File: config.mk
export PLATFORM = sky130hd
export DESIGN_NAME = int_ctrl
export DESIGN_NICKNAME = d
export VERILOG_FILES = /design/src/rtl/int_ctrl_pkg.sv /design/src/rtl/int_prio_enc.sv /design/src/rtl/int_ctrl.sv
export SDC_FILE = /design/constraint.sdc
export NUM_CORES = 1
export LEC_CHECK = 0
export BUFFER_PORTS_ARGS = -buffer_cell sky130_fd_sc_hd__buf_4
export CAP_MARGIN = 40
export CORE_ASPECT_RATIO = 1.2
export CORE_MARGIN = 1
export CORE_UTILIZATION = 50
export DETAILED_ROUTE_END_ITERATION = 10
export PLACE_DENSITY_LB_ADDON = 0.08
export SYNTH_ARGS = -nofsm -noshare
export SYNTH_HDL_FRONTEND = slang
export SYNTH_SLANG_ARGS = --single-unit
File: constraint.sdc
create_clock -name clk -period 1.67 [get_ports clk]
set_input_delay 0.0835 -clock clk [delete_from_list [all_inputs] [get_ports clk]]
set_output_delay 0.0835 -clock clk [all_outputs]
set_load 0.005 [all_outputs]
File: src/rtl/int_ctrl_pkg.sv
// Shared core definitions: control-stage operation encodings used by the
// core FSM and the interrupt controller's configuration register map.
package int_ctrl_pkg;

   // Core FSM control-stage operations
   localparam logic [1:0] OP_TRAP     = 2'b00;
   localparam logic [1:0] OP_EXT_INT  = 2'b01;
   localparam logic [1:0] OP_SW_INT   = 2'b10;
   localparam logic [1:0] OP_NORMAL   = 2'b11;

   // Configuration register addresses
   localparam logic [1:0] CFG_ENABLE  = 2'd0;
   localparam logic [1:0] CFG_MODE    = 2'd1;
   localparam logic [1:0] CFG_PENDING = 2'd2;
   localparam logic [1:0] CFG_SW_PEND = 2'd3;

endpackage

File: src/rtl/int_prio_enc.sv
// Lowest-index-first priority encoder over a request vector.
module int_prio_enc #(
   parameter int N    = 8,
   parameter int ID_W = $clog2(N)
) (
   input  logic [N-1:0]    req,
   output logic [ID_W-1:0] idx,
   output logic            any_valid
);

   // Scan upward; the first set bit wins and later bits are ignored
   always_comb begin
      idx       = '0;
      any_valid = 1'b0;
      for (int unsigned i = 0; i < N; i++) begin
         if (req[i] && !any_valid) begin
            idx       = ID_W'(i);
            any_valid = 1'b1;
         end
      end
   end

endmodule

File: src/rtl/int_ctrl.sv
// Interrupt controller: synchronizes external request lines, latches them
// into pending bits (edge or level per source), raises ext_int/sw_int to the
// core FSM and performs the claim handshake when the control stage starts.
module int_ctrl
   import int_ctrl_pkg::*;
#(
   parameter int NUM_SRC = 8
) (
   input  logic                       clk,
   input  logic                       reset_n,
   input  logic [NUM_SRC-1:0]         irq_in,
   input  logic                       stage_control,
   input  logic [1:0]                 control_op,
   input  logic                       cfg_we,
   input  logic [1:0]                 cfg_addr,
   input  logic [NUM_SRC-1:0]         cfg_wdata,
   output logic [NUM_SRC-1:0]         cfg_rdata,
   output logic                       ext_int,
   output logic                       sw_int,
   output logic [$clog2(NUM_SRC)-1:0] claim_id,
   output logic                       claim_valid
);

   localparam int ID_W = $clog2(NUM_SRC);

   logic [NUM_SRC-1:0] sync1, sync2, hist;
   logic [NUM_SRC-1:0] enable, mode, pending;
   logic [NUM_SRC-1:0] set_vec, w1c_vec, claim_clr, req;
   logic               sw_pend;
   logic               stage_d;
   logic               claim_start, claim_ext, claim_sw;
   logic [ID_W-1:0]    sel_id;
   logic               sel_valid;

   // Two-flop synchronizer plus edge history of the synchronized value
   always_ff @(posedge clk) begin
      if (!reset_n) begin
         sync1 <= '0;
         sync2 <= '0;
         hist  <= '0;
      end else begin
         sync1 <= irq_in;
         sync2 <= sync1;
         hist  <= sync2;
      end
   end

   // Per-source set event: rising edge in edge mode, high level in level mode
   always_comb begin
      for (int unsigned i = 0; i < NUM_SRC; i++) begin
         set_vec[i] = mode[i] ? (sync2[i] & ~hist[i]) : sync2[i];
      end
   end

   // Delay of stage_control for rising-edge claim detection
   always_ff @(posedge clk) begin
      if (!reset_n) stage_d <= 1'b0;
      else          stage_d <= stage_control;
   end

   assign claim_start = stage_control & ~stage_d;

   // Decode which claim action the starting control stage requests
   always_comb begin
      claim_ext = 1'b0;
      claim_sw  = 1'b0;
      if (claim_start) begin
         case (control_op)
            OP_EXT_INT:         claim_ext = 1'b1;
            OP_SW_INT:          claim_sw  = 1'b1;
            OP_TRAP, OP_NORMAL: ;
            default:            ;
         endcase
      end
   end

   assign req = pending & enable;

   int_prio_enc #(
      .N    (NUM_SRC),
      .ID_W (ID_W)
   ) u_prio (
      .req       (req),
      .idx       (sel_id),
      .any_valid (sel_valid)
   );

   // Clear masks from a W1C write and from a successful external claim
   always_comb begin
      w1c_vec   = (cfg_we && cfg_addr == CFG_PENDING) ? cfg_wdata : '0;
      claim_clr = '0;
      if (claim_ext && sel_valid) claim_clr[sel_id] = 1'b1;
   end

   // Pending bits: set events take precedence over same-cycle clears
   always_ff @(posedge clk) begin
      if (!reset_n) pending <= '0;
      else          pending <= (pending & ~(w1c_vec | claim_clr)) | set_vec;
   end

   // Enable/mode registers replaced by configuration writes
   always_ff @(posedge clk) begin
      if (!reset_n) begin
         enable <= '0;
         mode   <= '0;
      end else if (cfg_we) begin
         if (cfg_addr == CFG_ENABLE) enable <= cfg_wdata;
         if (cfg_addr == CFG_MODE)   mode   <= cfg_wdata;
      end
   end

   // Software pending: a write wins over a same-cycle software claim
   always_ff @(posedge clk) begin
      if (!reset_n)                             sw_pend <= 1'b0;
      else if (cfg_we && cfg_addr == CFG_SW_PEND) sw_pend <= cfg_wdata[0];
      else if (claim_sw)                        sw_pend <= 1'b0;
   end

   // Claim result: id updates only when an enabled pending source exists
   always_ff @(posedge clk) begin
      if (!reset_n) begin
         claim_id    <= '0;
         claim_valid <= 1'b0;
      end else begin
         claim_valid <= claim_ext & sel_valid;
         if (claim_ext && sel_valid) claim_id <= sel_id;
      end
   end

   // Combinational register readback
   always_comb begin
      cfg_rdata = '0;
      case (cfg_addr)
         CFG_ENABLE:  cfg_rdata    = enable;
         CFG_MODE:    cfg_rdata    = mode;
         CFG_PENDING: cfg_rdata    = pending;
         CFG_SW_PEND: cfg_rdata[0] = sw_pend;
         default:     ;
      endcase
   end

   assign ext_int = |req;
   assign sw_int  = sw_pend;

endmodule

# Yosys cells after proc, flatten, opt, wreduce, memory -nomap -nowiden
# Cells that the tools add are included.
[op_classes]
bitwise_logic = 24
n_reduce_logical = 23
mux = 35
magnitude_cmp = 2
eq_ne = 5
[op_table]
columns = ["cell", "n"]
rows = [
  ["two-way mux 1 bit", 24],
  ["one-hot mux 7 bit (3 select lines)", 1],
  ["AND 8 bit", 2],
  ["two-way mux 8 bit", 2],
  ["OR 8 bit", 2],
  ["two-way mux 3 bit", 4],
  ["logical AND 1 bit", 11],
  ["AND 1 bit", 10],
  ["inverter 1 bit", 9],
  ["inverter 8 bit", 1],
  ["OR reduction 8 bit", 1],
  ["zero test 1 bit", 7],
  ["== test 2 bit (second input constant)", 3],
  ["== test 2 x 1 -> 1 bit (second input constant)", 2],
  ["< comparator 3 x 4 -> 1 bit (second input constant)", 1],
  ["two-way mux 2 bit", 2],
  ["one-hot mux 1 bit (4 select lines)", 1],
  ["AND reduction 2 bit", 2],
  ["demux 1 bit (select 3 bit)", 1],
  ["greater-or-equal comparator 3 x 1 -> 1 bit (second input constant)", 1],
  ["zero test 2 bit", 1],
  ["nonzero test 2 bit", 1],
]
[word_totals]
input_bits = 24
register_bits = 54
out_inout_bits = 14
word_cells = 99

# Logic depth before layout (Yosys ltp)
# Gate-level depths: netlist of run 1.
[depth]
ltp_word = 32
ltp_mapped = 6
mapped_depth_nobuf = 5

# By module
# A second synthesis of run 1 with hierarchy kept.
[unflattened]
hier_cells = 246
hier_area_um2 = 2239.6
[modules_own_cells]
columns = ["mod", "instances", "cells_per_inst", "seq_area_each_um2", "area_each_um2"]
rows = [
  ["int_ctrl", 1, 232, 1081.0, 2157.1],
  ["int_prio_enc", 1, 14, 0.0, 82.6],
]

# Worst setup path after synthesis of run 1
# OpenSTA, ideal clock, no wires.
[synth_timing]
kind = "reg2reg"
startpoint = "register pending[2]"
endpoint = "register pending[7]"
t_required_ns = 1.546
stages_incl_launch_ff = 7
setup_time_ns = 0.124
n_path_buf = 1
synth_period_minus_slack_ns = 1.389
setup_slack_ns = 0.281
arrival_time_ns = 1.265
cell_sequence = "dfxtp_1 -> a22oi_2 -> nor2b_1 -> buf_4 -> nand2_4 -> a2111oi_4 -> o21ai_1"
[synth_via]
elab_chain_len = 27
elab_cells_between_ends = 35
classes_between = "order compare (2); mux (15); bitwise (5); reduce/logical (13)"
[synth_lines]
columns = ["item", "line_no", "source"]
rows = [
  ["start, declared", "int_ctrl.sv:27", "logic [NUM_SRC-1:0] enable, mode, pending;"],
  ["start signal, assigned", "int_ctrl.sv:98", "else pending <= (pending & ~(w1c_vec | claim_clr)) | set_vec;"],
  ["AND 8 bit (*)", "int_ctrl.sv:77", "assign req = pending & enable;"],
  ["logical AND 1 bit (*)", "int_prio_enc.sv:16", "if (req[i] && !any_valid) begin"],
  ["two-way mux 1 bit", "int_prio_enc.sv:16", ""],
  ["zero test 1 bit", "int_prio_enc.sv:16", ""],
  ["logical AND 1 bit", "int_prio_enc.sv:16", ""],
  ["two-way mux 1 bit", "int_prio_enc.sv:16", ""],
  ["zero test 1 bit", "int_prio_enc.sv:16", ""],
  ["logical AND 1 bit", "int_prio_enc.sv:16", ""],
  ["[... 11 more ...]", "n/a", ""],
  ["logical AND 1 bit (implied by the code)", "int_ctrl.sv:92", "if (claim_ext && sel_valid) claim_clr[sel_id] = 1'b1;"],
  ["two-way mux 1 bit (implied by the code)", "int_ctrl.sv:92", ""],
  ["demux 1 bit (select 3 bit)", "int_ctrl.sv:92", ""],
  ["two-way mux 8 bit (*)", "int_ctrl.sv:92", ""],
  ["OR 8 bit (*)", "int_ctrl.sv:98", ""],
  ["inverter 8 bit (*)", "int_ctrl.sv:98", ""],
  ["AND 8 bit (*)", "int_ctrl.sv:98", ""],
  ["OR 8 bit (*)", "int_ctrl.sv:98", ""],
]
# Every way passes the cells marked *; elsewhere a longest branch is shown, timed or not.
# A chain may end at the register's enable or synchronous reset.

# Worst setup path in the final report of run 1
[layout_timing]
startpoint = "register enable[5]"
endpoint = "output ext_int"
[layout_via]
elab_chain_len = 2
[layout_lines]
columns = ["item", "line_no", "source"]
rows = [
  ["start, declared", "int_ctrl.sv:27", ""],
  ["start signal, assigned", "int_ctrl.sv:107", "if (cfg_addr == CFG_ENABLE) enable <= cfg_wdata;"],
  ["AND 8 bit", "int_ctrl.sv:77", ""],
  ["OR reduction 8 bit", "int_ctrl.sv:142", "assign ext_int = |req;"],
  ["end, declared", "int_ctrl.sv:18", "output logic ext_int,"],
]
# No other way between the ends.

==> out/qor.yml, run 1 <==
cts:
  clkSlewWorstSetupHoldPaths_ps: 90
  ctsLongestPathBuffers: 2
  root_buffer: "clkbuf_8"
  numCtsBuffers: 5
  clock_latency_ps: 310
  cts_sinks: 54
  tritoncts: "done"
  h-tree-depth: 2
worst_setup_path:
  setup.worst_path.start: "enable[5]"
  cp_data_arrival_time_ps: 1460
  worstReg2RegStart: "enable[2]"
  critPathKind: "register to primary output"
  crit_fanout: 5
  worst_ep_required_time_ps: 1590
  start_kind: "register"
  cp-end-kind: "primary output"
timing:
  setup_viol: 0
  fin_crit_sh_pct: 92.2
  tns_ps: 0
  rsz0062_at_grt: "false"
  tightest_slew_ps: 434
  relSlewSlack_pct: 71.0
  drv_slew: 0
  hold_viol_final: 0
  finClkSkew_ps: 12.0
  period_minus_slack_ps: 1540
  fmax_mhz: 650
synth:
  synth_fp_nets: 256
  netlist-cell-type-count: 34
  synth_area_leaders: "dfxtp_1 49%, and2_1 7.4%, nand2_1 7.0%, mux2i_1 6.8%, nand3_1 4.1%"
  netlist_area_um2: 2210
  ys_ff_latch: 54
  synth_largest_area_cell: "dfxtp_1"
  ys_warn_count: 0
  synth_top_cell_area_share_pct: 49.0
  async_flop_share_pct: 0
  synth_edf_count: 0
  syn_area_per_cell_um2: 9.52
  seq_area_frac_synth_pct: 49.0
  postSynthCellCount: 232
  ys.flop_type: "dfxtp_1"
power:
  p_leak_uw: 0.00105
  peakVddDrop_uv: 538
  powerDensity_nw_per_um2: 832
  finalPower_uw: 2290
grt:
  antenna_found_initial: 0
  grt_pass1_wl_mm: 7.58
  grt_overflow: 0
  grtUsageTotal_pct: 21.5
  grt_max_degree: 55
  grt_pass1_vias: 1582
placement:
  dp_cells: 319
  port_buffers: 37
  dp_hpwl_mm: 3.17
  gp_congestion: 0.816
final_layout:
  fin_cells: 337
  drive_gt1_share_pct: 21.4
  final_common_cell: "dfxtp_1"
  mostFrequentLayoutCells: "54 x dfxtp_1, 45 x buf_4, 41 x nand2_1"
  antenna_cells: 0
  num-fill-cells: 394
  finalNetCount: 305
  syn2layout_area_growth_pct: 24.5
die:
  dieArea_um2: 4690
  die_x_um: 62.7
  core_um2: 4260
  rows: 26
  start_util_pct: 51.8
  io_pins: 38
  die_height_um: 74.8
route:
  drc_errors: 0
  vias_per_cell: 5.34
  first_iter_violations: 96
  vias: 1799
  antenna_left: 0
  wirelength_mm: 4.69
  avgRoutedWirePerCell_um: 13.9
  first_pass_iters: 4
min_path:
  worstHoldStart: "cfg_wdata[6]"
  hold_class: "input pin to register"
job:
  maxCapViolCount: 0
status:
  status: "finished clean"
[cell families (layout without fill, tap and decap cells)]
logic type      after synthesis  after routing  synth area share [%]
mux                          16             16                  7.82
compound gates               45             45                  15.9
flops                        54             54                  49.0
simple gates                105            105                  24.9
buf+inv                      12             61                  2.38
[cell type report]
cell class	instances	area (µm²)	share of cell area, %
Multi-Input combinational cell	166	1090	39.8
Sequential cell	54	1080	39.3
Timing Repair Buffer	54	428	15.6
Clock buffer	7	76.3	2.78
Tap cell	56	70.1	2.55
[cells in the mapped netlist, drive strengths merged (3+ instances only)]
library cell  count
a21boi            9
a21oi             6
a22o              4
a22oi             3
a32o              4
and2             26
buf               4
clkbuf            8
dfxtp            54
mux2i            15
nand2            42
nand3            18
nor2b            10
o21ai            11
[sequential cells by signal, indices dropped and copies added (netlist names)]
signal	flops
enable	8
hist	8
mode	8
pending	8
sync1	8
sync2	8
claim_id	3
claim_valid	1
stage_d	1
sw_int	1
[routing by layer]
layer	part of all wire [%]	global-route usage, %	vias up
met5	0	0	-
met4	2.3	11.4	0
met2	47	34.2	44
met1	47	27.3	839
li1	-	-	907
met3	3.8	5.45	9
[what timing repair did]
item                                   in CTS  in global routing
endpoints found under the hold margin       9                  0
hold buffers                                9                  0
setup buffers                               0                  2
resized for setup                           1                  3
cloned                                      0                  0
setup endpoints to repair                   1                  1
pin swaps                                   0                  1
[metrics by stage]
stage	cell area (µm²)	utilization, %	worst slack [ps]	hold slack [ps]
after floorplan	2210	-	281	205
after global placement	2550	59.8	222	293
after detailed placement	2550	59.8	197	294
after CTS	2720	63.8	55.2	41.1
after global routing	2750	64.5	26.6	49.8
final	2750	64.5	130	47.2
[report_power, final]
| part | internal [µW] | switching [µW] |
|---|---|---|
| combinational | 128 | 107 |
| sequential | 1340 | 33.7 |
| clock | 290 | 393 |
| total | 1750 | 534 |
[worst paths after layout]
path                 to  slack (ps)  cells after the start
min reg2reg    sync2[7]         430                      1
max reg2reg  pending[6]         270                      5
min           enable[6]          50                      3
max             ext_int         130                      4
[critical path, cell delays in order (launching register included)]
cell and delay, ps:
dfxtp_1 360, a22o_2 310, a221oi_4 240, nand2_1 90
buf_4 140
No activity file was read; power rests on OpenSTA's default activity.
==> run 2: changes to the inputs <==
--- a/config.mk
+++ b/config.mk
@@ -14,4 +14,5 @@
 export PLACE_DENSITY_LB_ADDON = 0.08
 export SYNTH_ARGS = -nofsm -noshare
 export SYNTH_HDL_FRONTEND = slang
+export SYNTH_HIERARCHICAL = 1
 export SYNTH_SLANG_ARGS = --single-unit
==> out/qor.yml, run 2 <==
die:
  die_height_um: 75.3  # +0.69%
  start_util_pct: 52.6  # +0.73 points
  io_pins: 38  # unchanged
  dieArea_um2: 4750  # +1.4%
  core_um2: 4260  # unchanged
  rows: 26  # unchanged
  die_x_um: 63.1  # +0.68%
worst_setup_path:
  r2r-end: "pending[6]"
  cp_slowest_cell: "or4_1"
  cp-end-kind: "primary output"
  cpMostUsedCell: "or4_1"
  reg2reg_slack_ps: -220  # -490 ps
  worst_ep_required_time_ps: 1590  # about the same
  crit_chain: "and2_4, or4_1, or4_1, buf_4"
  worstReg2RegStart: "pending[3]"
  crit_fanout: 2  # -3
  critPathBufInv: 1  # unchanged
  cp_data_arrival_time_ps: 1850  # +390 ps
  crit_family: "simple AND/OR/NAND/NOR gates"
  cp_slowest_stage_delay_ps: 500  # +140 ps
  critPathKind: "register to primary output"
  reg2reg_depth: 10  # +5
  start_kind: "register"
synth:
  synth_area_leaders: "dfxtp_1 48%, and2_1 9.2%, mux2i_1 6.7%, nand2_1 6.4%, nor2b_1 3.4%"
  seq_area_frac_synth_pct: 48.3  # -0.68 points
  netlist-cell-type-count: 32  # -5.9%
  ys_ff_latch: 54  # unchanged
  synth_edf_count: 0  # unchanged
  netlist_top_cells_count: "54 x dfxtp_1, 38 x nand2_1, 33 x and2_1, 15 x mux2i_1"
  synth_top_cell_area_share_pct: 48.3  # -0.68 points
  ys.flop_type: "dfxtp_1"
  ys_warn_count: 6  # +6
  synth_fp_nets: 270  # +5.5%
  async_flop_share_pct: 0  # unchanged
  syn_area_per_cell_um2: 9.10  # -4.4%
  synth_largest_area_cell: "dfxtp_1"
  synth.most_common_cell: "dfxtp_1"
  netlist_area_um2: 2240  # +1.4%
  postSynthCellCount: 246  # +6.0%
grt:
  grtUsageTotal_pct: 23.2  # +1.7 points
  gr-max-usage-layer: "met2"
  grt_pass1_vias: 1802  # +14%
  grt_use_met3_pct: 4.79  # -0.66 points
  use_met2_pct: 40.6  # +6.4 points
  use_met1_pct: 28.3  # +1.0 points
  grt_max_degree: 59  # +7.3%
  antenna_found_initial: 0  # unchanged
  grt_pass1_wl_mm: 8.43  # +11%
  grt_overflow: 0  # unchanged
min_path:
  worstHoldStart: "cfg_wdata[6]"
  holdPathStages: 3  # unchanged
  hold_class: "input pin to register"
  holdPathEnd: "mode[6]"
timing:
  hold_viol_final: 0  # unchanged
  rsz0062_at_grt: "true"
  period_minus_slack_ps: 1940  # +398 ps
  drv_slew: 0  # unchanged
  fin_ws_ps: -267  # -398 ps
  tightest_slew_ps: 526  # +91.2 ps
  fin_crit_sh_pct: 116  # +24 points
  finClkSkew_ps: 3.54  # -8.42 ps
  setup_viol: 12  # +12
  relSlewSlack_pct: 64.8  # -6.2 points
  fmax_mhz: 516  # -21%
route:
  wirelength_mm: 5.50  # +17%
  vias: 1976  # +9.8%
  vias_per_cell: 5.26  # -1.6%
  antenna_left: 0  # unchanged
  avgRoutedWirePerCell_um: 14.6  # +5.0%
  first_iter_violations: 95  # -1.0%
  drc_errors: 0  # unchanged
  first_pass_iters: 4  # unchanged
cts:
  tritoncts: "done"
  clkSlewWorstSetupHoldPaths_ps: 100  # about the same
  ctsLongestPathBuffers: 2  # unchanged
  clock_latency_ps: 300  # about the same
  cts_sinks: 54  # unchanged
  root_buffer: "clkbuf_8"
  numCtsBuffers: 5  # unchanged
  h-tree-depth: 2  # unchanged
final_layout:
  multi_input_area_um2: 1250  # +14%
  drive_gt1_share_pct: 35.9  # +15 points
  regArea_um2: 1090  # +0.69%
  post-route-util_pct: 73.3  # +8.8 points
  mostFrequentLayoutCells: "69 x buf_4, 48 x dfxtp_1, 38 x nand2_1"
  fin_cells: 376  # +12%
  syn2layout_area_growth_pct: 39.5
  antenna_cells: 0  # unchanged
  final_common_cell: "buf_4"
  num-fill-cells: 328  # -17%
  finalNetCount: 343  # +12%
power:
  powerDensity_nw_per_um2: 760  # -8.6%
  peakVddDrop_uv: 677  # +26%
  finalPower_uw: 2380  # +3.8%
  p_leak_uw: 0.00133  # +27%
placement:
  port_buffers: 37  # unchanged
  gp_congestion: 0.791  # -3.0%
  dp_cells: 353  # +11%
  dp_hpwl_mm: 3.48  # +9.6%
job:
  maxCapViolCount: 0  # unchanged
status:
  violations: "negative setup slack"
  status: "finished, violations left"
run 2: cell types whose count changed after synthesis, moves of 3 or more:
cell / before / now
o21ai_1: 3 / 10
clkbuf_1: 8 / 12
nand4_1: 1 / 6
and2_1: 26 / 33
nand2_1: 41 / 38
a21boi_1: 1 / 8
a22o_1: 4 / 8
a21oi_1: 6 / 10
o21ai_0: 8 / 1
a32o_1: 4 / 0
nand3_1: 18 / 11
a21boi_0: 8 / 0
run 2: how the worst max path moves through the flow:
stage / start / end / depth (start not counted)
after detailed placement: pending[0] / pending[6] / 8
after global routing: pending[3] / ext_int / 4
after global placement: enable[0] / pending[6] / 8
after floorplan: pending[4] / claim_valid / 6
final: pending[3] / ext_int / 4
after CTS: enable[3] / ext_int / 4
run 2: timing repair:
action	CTS	global route
setup buffers	5	2
resized for setup	19	24
hold buffers	8	0
pin swaps	8	15
endpoints found under the setup margin	12	12
hold endpoints to repair	8	0
cloned	0	1
run 2: layout make-up:
type                    count  area share [%]
clock buffers               6            2.32
clock inverters             2           0.561
inverters                   2           0.240
multi-input cells         177            39.9
flip-flops and latches     54            34.8
well taps                  56            2.24
repair buffers             79            19.9
run 2: cell families (layout without fill, tap and decap cells):
kind of cell,after synthesis,count (layout),synth area share (%)
AND/OR/NAND/NOR,119,120,29.4
flip-flops,54,54,48.3
AO/OA/AOI/OAI,41,41,11.8
multiplexers,16,16,7.71
buffers and inverters,16,89,2.79
run 2: through the flow:
stage / hold slack, ps / setup WS, ps / cell area (µm²) / setup TNS [ps]
global route: 41.8 / -326 / 3120 / -2290
finish: 47.3 / -267 / 3120 / -1550
CTS: 42.1 / -238 / 3030 / -1060
detailed placement: 296 / -102 / 2760 / -516
global placement: 290 / -88.1 / 2760 / -273
floorplan: 211 / 5.21 / 2250 / 0
run 2: worst register-to-register path, delay by kind of cell, from the launching register on:
family | cells | cell delay, ps
compound gates | 3 | 510
buf+inv | 3 | 410
flops | 1 | 330
simple gates | 4 | 560
run 2: layer usage:
layer  routed length [µm]  share of wire, %
met5                    0                 0
met4                   86               1.6
met2                 2800                51
met1                 2420                44
met3                  196               3.6
run 2: report_power, final:
group | switching (µW) | internal [µW]
Clock | 423 | 305
Combinational | 130 | 160
Sequential | 20.2 | 1340
Total | 573 | 1800
==> run 3: changes to the inputs <==
--- a/config.mk
+++ b/config.mk
@@ -11,7 +11,8 @@
 export CORE_MARGIN = 1
 export CORE_UTILIZATION = 50
 export DETAILED_ROUTE_END_ITERATION = 10
-export PLACE_DENSITY_LB_ADDON = 0.08
+export PLACE_DENSITY = 0.82
+export SLEW_MARGIN = 0
 export SYNTH_ARGS = -nofsm -noshare
 export SYNTH_HDL_FRONTEND = slang
 export SYNTH_HIERARCHICAL = 1
==> out/qor.yml, run 3 (synthesis gave the netlist of run 2 again) <==
status:
  status: "finished, violations left"
  violations: "negative setup slack"
min_path:
  worstHoldStart: "cfg_wdata[3]"
  hold_class: "input pin to register"
  holdPathEnd: "mode[3]"
  holdPathStages: 3  # unchanged
route:
  vias_per_cell: 5.40  # +2.7%
  wirelength_mm: 5.22  # -5.0%
  avgRoutedWirePerCell_um: 14.5  # -0.82%
  first_pass_iters: 4  # unchanged
  antenna_left: 0  # unchanged
  first_iter_violations: 148  # +56%
  drc_errors: 0  # unchanged
  vias: 1943  # -1.7%
timing:
  rsz0062_at_grt: "true"
  period_minus_slack_ps: 1980  # +40.1 ps
  relSlewSlack_pct: 70.0  # +5.2 points
  hold_viol_final: 0  # unchanged
  tns_ps: -688  # +861 ps
  fin_ws_ps: -308  # -40.1 ps
  fin_crit_sh_pct: 118  # +2.4 points
  drv_slew: 0  # unchanged
  fmax_mhz: 506  # -2.0%
  finClkSkew_ps: 8.72  # +5.18 ps
  tightest_slew_ps: 449  # -76.2 ps
  setup_viol: 8  # -4
power:
  p_leak_uw: 0.00125  # -5.8%
  p_seq_share_pct: 54.0  # -3.1 points
  powerDensity_nw_per_um2: 835  # +9.9%
  p_sw_share_pct: 21.8  # -2.3 points
  power_frac_comb_pct: 10.8  # -1.4 points
  peakVddDrop_uv: 538  # -21%
  switchingPower_uw: 549  # -4.3%
  p_int_uw: 1970  # +9.1%
  clkPwrFrac_pct: 35.2  # +4.5 points
  finalPower_uw: 2510  # +5.9%
grt:
  grt_max_degree: 59  # unchanged
  grt_overflow: 0  # unchanged
  grt_pass1_wl_mm: 8.26  # -2.0%
  grtUsageTotal_pct: 23.0  # -0.18 points
  grt_pass1_vias: 1798  # -0.22%
  antenna_found_initial: 0  # unchanged
worst_setup_path:
  worstReg2RegStart: "pending[6]"
  cp-end-kind: "primary output"
  critPathKind: "register to primary output"
  reg2reg_depth: 7  # -3
  start_kind: "register"
  r2r-end: "pending[5]"
  crit_fanout: 5  # +3
  cp_data_arrival_time_ps: 1890  # +40 ps
  worst_ep_required_time_ps: 1590  # about the same
  reg2reg_slack_ps: -80  # +140 ps
die:
  dieArea_um2: 4750  # unchanged
  rows: 26  # unchanged
  die_x_um: 63.1  # unchanged
  io_pins: 38  # unchanged
  start_util_pct: 52.6  # unchanged
  die_height_um: 75.3  # unchanged
  core_um2: 4260  # unchanged
placement:
  dp_hpwl_mm: 3.28  # -5.6%
  port_buffers: 37  # unchanged
  gp_congestion: 0.958  # +21%
  place_ws_ps: -73.0  # +29.3 ps
  dp_cells: 342  # -3.1%
final_layout:
  post-route-util_pct: 70.6  # -2.7 points
  drive_gt1_share_pct: 32.6  # -3.4 points
  num-fill-cells: 342  # +4.3%
  antenna_cells: 0  # unchanged
  finalNetCount: 328  # -4.4%
  mostFrequentLayoutCells: "54 x buf_4, 46 x dfxtp_1, 38 x nand2_1"
  fin_cells: 360  # -4.3%
  final_common_cell: "buf_4"
  syn2layout_area_growth_pct: 34.4
cts:
  root_buffer: "clkbuf_8"
  clock_latency_ps: 310  # about the same
  clkSlewWorstSetupHoldPaths_ps: 90  # about the same
  cts_sinks: 54  # unchanged
  numCtsBuffers: 5  # unchanged
  ctsLongestPathBuffers: 2  # unchanged
  h-tree-depth: 2  # unchanged
  tritoncts: "done"
job:
  maxCapViolCount: 0  # unchanged
run 3: area by class of cell:
| cell class | instances | area (µm²) | area share [%] |
|---|---|---|---|
| multi-input combinational | 177 | 1220 | 40.6 |
| clock buffer | 6 | 82.6 | 2.74 |
| timing repair buffer | 64 | 508 | 16.9 |
| inverter | 2 | 7.51 | 0.249 |
| clock inverter | 1 | 30.0 | 0.998 |
| sequential | 54 | 1090 | 36.2 |
| tap | 56 | 70.1 | 2.33 |
run 3: per-stage QoR:
step / hold slack (ps) / instance area (µm²)
6_report: 37.0 / 3010
5_1_grt: 35.4 / 3010
4_1_cts: 42.1 / 2930
3_5_place_dp: 295 / 2680
3_3_place_gp: 292 / 2680
2_1_floorplan: 211 / 2250
run 3: repair_timing:
action                                  in CTS  in global routing
cloned                                       0                  1
pin swaps                                    6                 14
buffers inserted                             1                  1
hold endpoints to repair                     8                  0
endpoints found under the setup margin      12                 12
resized for setup                           20                 20
hold buffers                                 8                  0
run 3: worst max-delay path, stage by stage (launching register included):
cell and delay, ps:
dfxtp_2 330, and2_4 180, or4_4 510, or4_4 430
buf_6 130
run 3: metal layers:
metal  vias up  GRT usage [%]  wire length, µm
met3        14           5.09              184
met4         0           11.4              165
met2        56           38.7             2530
met5         -              0                0
li1        964              -                -
met1       909           28.2             2340
run 3: how the worst max path moves through the flow:
stage,from,endpoint,slack [ps]
4_1_cts,enable[3],ext_int,-300
5_1_grt,pending[3],ext_int,-330
6_report,pending[2],ext_int,-310
3_5_place_dp,enable[1],pending[5],-70
2_1_floorplan,pending[4],claim_valid,5
3_3_place_gp,enable[2],ext_int,-50
run 3: power groups by stage:
stage	Clock, µW	Sequential [µW]	Combinational (µW)
floorplan	0	1380	129
finish	885	1360	271
detailed placement	0	1390	241
global placement	0	1380	237
global route	965	1360	296
CTS	892	1360	264
